[src/rtl/arc4_pkg.sv]
// Shared definitions for the ARC4 keystream blocks: fixed bus widths,
// the printable-ASCII window and the PRGA state encoding.
package arc4_pkg;

    localparam int ADDR_W = 8;
    localparam int DATA_W = 8;

    localparam logic [DATA_W-1:0] ASCII_MIN = 8'h20;
    localparam logic [DATA_W-1:0] ASCII_MAX = 8'h7E;

    typedef enum logic [3:0] {
        IDLE   = 4'd0,
        RD_LEN = 4'd1,
        WR_LEN = 4'd2,
        RD_SI  = 4'd3,
        RD_SJ  = 4'd4,
        WR_SI  = 4'd5,
        WR_SJ  = 4'd6,
        RD_PAD = 4'd7,
        WR_PT  = 4'd8
    } prga_state_e;

endpackage : arc4_pkg

[src/rtl/prga.sv]
// ARC4 pseudo-random generation: walks the S array left by key scheduling,
// swaps s[i]/s[j] per byte and XORs the pad into the length-prefixed
// ciphertext, writing the length-prefixed plaintext.
//
// Optional feature: define PRGA_ASCII_CHECK_EN to make pt_valid report
// whether every decrypted byte (excluding the length byte) is printable.
// Without it pt_valid is tied high.
//
// Handshake: en is a start request that is only accepted on an edge where
// rdy=1; rdy drops in the following cycle and rises again once the last
// plaintext byte has been written. en while rdy=0 has no effect.
//
// All memories have a one-cycle read latency, so every address is decoded
// combinationally from the current state and the returned data is consumed
// in the next state. The read data is used directly where a state needs it
// in the same cycle (j update, swap writes, plaintext write).
module prga
    import arc4_pkg::*;
(
    input  logic              clk,
    input  logic              rst_n,
    input  logic              en,
    output logic              rdy,
    output logic [ADDR_W-1:0] s_addr,
    output logic [DATA_W-1:0] s_wrdata,
    output logic              s_wren,
    input  logic [DATA_W-1:0] s_rddata,
    output logic [ADDR_W-1:0] ct_addr,
    input  logic [DATA_W-1:0] ct_rddata,
    output logic [ADDR_W-1:0] pt_addr,
    output logic [DATA_W-1:0] pt_wrdata,
    output logic              pt_wren,
    output logic              pt_valid
);

    prga_state_e       state_q, state_d;
    logic [ADDR_W-1:0] i_q, i_d;
    logic [ADDR_W-1:0] j_q, j_d;
    logic [ADDR_W-1:0] k_q, k_d;
    logic [DATA_W-1:0] len_q, len_d;
    logic [DATA_W-1:0] si_q, si_d;
    logic [DATA_W-1:0] sj_q, sj_d;
    logic [DATA_W-1:0] pt_byte;

    // pad byte arrives on s_rddata and ciphertext byte on ct_rddata in WR_PT
    assign pt_byte = s_rddata ^ ct_rddata;

    // next-state, index updates and memory port decode
    always_comb begin
        state_d   = state_q;
        i_d       = i_q;
        j_d       = j_q;
        k_d       = k_q;
        len_d     = len_q;
        si_d      = si_q;
        sj_d      = sj_q;
        rdy       = 1'b0;
        s_addr    = '0;
        s_wrdata  = '0;
        s_wren    = 1'b0;
        ct_addr   = '0;
        pt_addr   = '0;
        pt_wrdata = '0;
        pt_wren   = 1'b0;
        case (state_q)
            IDLE: begin
                rdy = 1'b1;
                if (en) begin
                    state_d = RD_LEN;
                    i_d     = '0;
                    j_d     = '0;
                end
            end
            RD_LEN: begin
                ct_addr = '0;
                state_d = WR_LEN;
            end
            WR_LEN: begin
                len_d     = ct_rddata;
                pt_addr   = '0;
                pt_wrdata = ct_rddata;
                pt_wren   = 1'b1;
                k_d       = 8'd1;
                state_d   = (ct_rddata == '0) ? IDLE : RD_SI;
            end
            RD_SI: begin
                i_d     = i_q + 8'd1;
                s_addr  = i_q + 8'd1;
                state_d = RD_SJ;
            end
            RD_SJ: begin
                si_d    = s_rddata;
                j_d     = j_q + s_rddata;
                s_addr  = j_q + s_rddata;
                state_d = WR_SI;
            end
            WR_SI: begin
                sj_d     = s_rddata;
                s_addr   = i_q;
                s_wrdata = s_rddata;
                s_wren   = 1'b1;
                state_d  = WR_SJ;
            end
            WR_SJ: begin
                s_addr   = j_q;
                s_wrdata = si_q;
                s_wren   = 1'b1;
                state_d  = RD_PAD;
            end
            RD_PAD: begin
                s_addr  = si_q + sj_q;
                ct_addr = k_q;
                state_d = WR_PT;
            end
            WR_PT: begin
                pt_addr   = k_q;
                pt_wrdata = pt_byte;
                pt_wren   = 1'b1;
                if (k_q == len_q) begin
                    state_d = IDLE;
                end else begin
                    k_d     = k_q + 8'd1;
                    state_d = RD_SI;
                end
            end
            default: begin
                state_d = IDLE;
            end
        endcase
    end

    // state and index registers; reset returns to an idle, fresh pass
    always_ff @(posedge clk or negedge rst_n) begin
        if (!rst_n) begin
            state_q <= IDLE;
            i_q     <= '0;
            j_q     <= '0;
            k_q     <= '0;
            len_q   <= '0;
            si_q    <= '0;
            sj_q    <= '0;
        end else begin
            state_q <= state_d;
            i_q     <= i_d;
            j_q     <= j_d;
            k_q     <= k_d;
            len_q   <= len_d;
            si_q    <= si_d;
            sj_q    <= sj_d;
        end
    end

`ifdef PRGA_ASCII_CHECK_EN
    logic valid_q, valid_d;

    // sticky non-printable flag, re-armed on every accepted start
    always_comb begin
        valid_d = valid_q;
        if (state_q == IDLE && en) begin
            valid_d = 1'b1;
        end else if (state_q == WR_PT &&
                     (pt_byte < ASCII_MIN || pt_byte > ASCII_MAX)) begin
            valid_d = 1'b0;
        end
    end

    // printable-status register
    always_ff @(posedge clk or negedge rst_n) begin
        if (!rst_n) begin
            valid_q <= 1'b1;
        end else begin
            valid_q <= valid_d;
        end
    end

    assign pt_valid = valid_q;
`else
    assign pt_valid = 1'b1;
`endif

endmodule : prga
[config.mk]
export PLATFORM = sky130hd
export DESIGN_NAME = prga
export DESIGN_NICKNAME = d
export VERILOG_FILES = /design/src/rtl/arc4_pkg.sv /design/src/rtl/prga.sv
export SDC_FILE = /design/constraint.sdc
export NUM_CORES = 1
export LEC_CHECK = 0
export BUFFER_PORTS_ARGS = -buffer_cell sky130_fd_sc_hd__buf_2
export CELL_PAD_IN_SITES_DETAIL_PLACEMENT = 1
export CELL_PAD_IN_SITES_GLOBAL_PLACEMENT = 1
export CORE_ASPECT_RATIO = 1.25
export CORE_UTILIZATION = 35
export CTS_CLUSTER_DIAMETER = 100
export DETAILED_ROUTE_END_ITERATION = 7
export HOLD_SLACK_MARGIN = 0.08
export PLACE_DENSITY = 0.76
export SLEW_MARGIN = 20
export SYNTH_ARGS = -nofsm -noshare
export SYNTH_HDL_FRONTEND = slang
export SYNTH_SLANG_ARGS = --single-unit
[constraint.sdc]
create_clock -name clk -period 2.82 [get_ports clk]
set_clock_uncertainty 0.1 [all_clocks]
set_input_delay 0.141 -clock clk [delete_from_list [all_inputs] [get_ports clk]]
set_output_delay 0.141 -clock clk [all_outputs]
set_load 0.01 [all_outputs]
==> impl_metrics.toml <==
[outcome]
status = "finished clean"

[worst_setup_path]
worstReg2RegStart = "state_q[1]"
startpoint = "s_rddata[2]"
path_cells = "dlygate4sd3_1 -> buf_2 -> ha_1 -> nor2b_1 -> o31a_1 -> or4_4 -> nand3_2 -> a211o_1 -> buf_2"
critPathCaptureType = "output pin"
worstSetupPathType = "in2out"
crit_path_frequent_cell = "buf_2"
critPathMaxStageDelay_ps = 530
crit_fanout = 5
cp_slowest_cell = "dlygate4sd3_1"
arrival_ps = 2440
critPathLaunchType = "primary input"
critPathRequiredTime_ps = 2580

[cts]
cts_max_path_buffers = 2
clock_latency_ps = 300
cts_max_level = 2
clkTransAtPathRegs_ps = 70
clkSinkCount = 52
cts-buffers-inserted = 5
root_buffer = "clkbuf_16"
cts_setup_buffers = 0
cts_tree = "built"

[power]
p_leak_nw = 2.227
vdd_drop_max_mv = 0.4322
powerDensity_nw_per_um2 = 1023
finalPower_mw = 4.463

[synth]
synthCells = 441
synth_warnings = 0
synthXorXnorAreaFrac_pct = 5.795
synth_top_family_by_area = "simple AND/OR/NAND/NOR gates"
synth_compound_area_share_pct = 18.39
synth_fp_nets = 478
synth_cell_types = 60
synth_top_cell_area_share_pct = 36.09
yosys.area_share.simple_pct = 28.87
synth-edff-count = 0
synth_area_um2 = 3606
ys_ff_latch = 52
synthFlopType = "dfrtp_1"
avgSynthCellArea_um2 = 8.177
async_flop_share_pct = 100.0
ys_seq_area_share_pct = 36.09
synth_top_area_cell = "dfrtp_1"
yosys-top-cells-area = "dfrtp_1, nand2_1, ha_1, o21ai_0, xor2_1"
synthMuxAreaShare_pct = 0.5552
synth_fa_ha_area_share_pct = 6.662

[sta]
hold_viol_final = 0
finalCritPeriodShare_pct = 95.08
rsz0062_at_grt = "no"
setup_viol = 0
worst_slew_pin_slew_ps = 837.1
maxSlewViolCount = 0
max_freq_ghz = 0.3730
fin_crit_ps = 2681
max-slew-margin-rel_pct = 43.95
final.setup.tns_ps = 0

[finish]
drive_gt1_share_pct = 18.76
nets = 554
n_antenna_cell = 0
finalInstanceArea_um2 = 4362
area.growth.synth_to_final_pct = 20.96

[die]
fp.dieW_um = 92.79
dieArea_um2 = 10720
fp.dieH_um = 115.5
row_count = 41
core_um2 = 10050
start_util_pct = 35.86
ios = 63

[run]
max_cap_viol_count = 0

[grt]
antenna_found_initial = 0
first_global_vias = 3605
grt_overflow = 0
grt_max_degree = 53
grt.total_usage_pct = 22.49
grt_pass1_wl_um = 18530

[worst_hold_path]
hp-class = "in2reg"
hold_start = "en"

[detailed_routing]
wl_um = 11480
ant_nets = 0
via_count = 3473
wl_per_cell_um = 17.77
vias_per_cell = 5.376
drt_iter0_markers = 123
drc = 0
dr.pass1.iters = 4

[placed_design]
gp_congestion = 0.8234
dpl-instance-area_um2 = 4046
port_buffers = 61
dp_hpwl_um = 8544
[final timing paths]
kind | end | slack, ps | cells after the start
max | s_addr[6] | 140 | 9
min | state_q[0] | 160 | 4
max reg2reg | k_q[2] | 580 | 5
min reg2reg | sj_q[4] | 380 | 2
max in group asynchronous | state_q[2] | 1740 | 3
min in group asynchronous | k_q[5] | 390 | 3
[repair_timing]
item                                    CTS  global route
hold endpoints to repair                 74             0
hold buffers                             16             0
resized for setup                         0             6
endpoints found under the setup margin    0             1
[metrics by stage]
step | std cells | worst slack [ps] | hold slack (ps) | util, %
after floorplan | 441 | 627.2 | -254.6 | -
after global placement | 623 | 397.9 | 224.0 | 40.24
after detailed placement | 623 | 364.0 | 228.4 | 40.24
after CTS | 646 | 22.18 | 163.6 | 43.17
after global routing | 646 | 0.2880 | 203.6 | 43.38
final | 646 | 138.7 | 159.4 | 43.38
[registers in the layout, indices dropped and copies added (netlist names)]
signal / cells
state_q: 4
sj_q: 8
j_q: 8
i_q: 8
k_q: 8
si_q: 8
len_q: 8
[layer usage]
layer / wire (um) / global-route usage [%]
met5: 0 / 0
met1: 4720 / 26.42
met4: 355 / 9.641
met3: 399 / 3.084
met2: 6005 / 40.83
[worst max-delay path, delay by kind of cell]
family / cells / cell delay [ps]
AO/OA/AOI/OAI: 2 / 370
AND/OR/NAND/NOR: 3 / 750
buffers and inverters: 3 / 820
adder cells (fa/ha/maj): 1 / 350
[placed cells by master (no fill, tap or decap), types with 2 or more instances in the layout]
master	instances
ha_1	15
inv_1	7
nand3b_1	2
o22ai_1	2
a211oi_2	2
o211ai_1	3
nand2_1	128
and2_2	2
a221o_1	3
nor4_1	4
o21a_1	3
nand4_1	6
xnor2_1	10
a21o_1	9
o21ai_0	37
a22oi_1	5
o21bai_1	2
mux2i_1	2
clkbuf_16	5
buf_4	10
nor2_1	24
nand2b_1	7
dfrtp_1	52
a211o_1	5
and3_1	2
fa_2	2
nor4_4	2
nand3_1	8
dlygate4sd3_1	16
nor3_1	5
and2_1	12
a211oi_1	4
xor2_1	12
a21oi_1	17
buf_2	61
nor2b_1	3
[area by class of cell]
| cell class | count | area (um^2) |
|---|---|---|
| clock buffers | 6 | 128.9 |
| clock inverters | 1 | 5.005 |
| fillers | 1275 | 5693 |
| inverters | 7 | 26.28 |
| multi-input cells | 364 | 2198 |
| flip-flops and latches | 52 | 1301 |
| well taps | 129 | 161.4 |
| repair buffers | 87 | 540.5 |
[report_power, final]
group          internal (mW)  switching, mW
Sequential              1.02          0.354
Combinational           1.01           1.47
Clock                  0.324          0.283
[kinds of logic (layout without fill, tap and decap cells)]
| logic type | after synthesis | in the layout |
|---|---|---|
| other cells | 1 | 1 |
| simple gates | 217 | 217 |
| compound gates | 103 | 103 |
| fa+ha+maj | 18 | 18 |
| buf+inv | 25 | 101 |
| mux | 2 | 2 |
| flops | 52 | 52 |
| xor+xnor | 23 | 23 |
[synthesized netlist by cell type (7+ instances only)]
cell / n
xnor2_1: 10
nand3_1: 9
dfrtp_1: 52
nand2b_1: 7
and2_1: 12
ha_1: 16
a21oi_1: 17
inv_1: 7
nand2_1: 128
xor2_1: 12
clkbuf_1: 10
o21ai_0: 37
a21o_1: 9
nor2_1: 24
No activity file was read; power rests on OpenSTA's default activity.
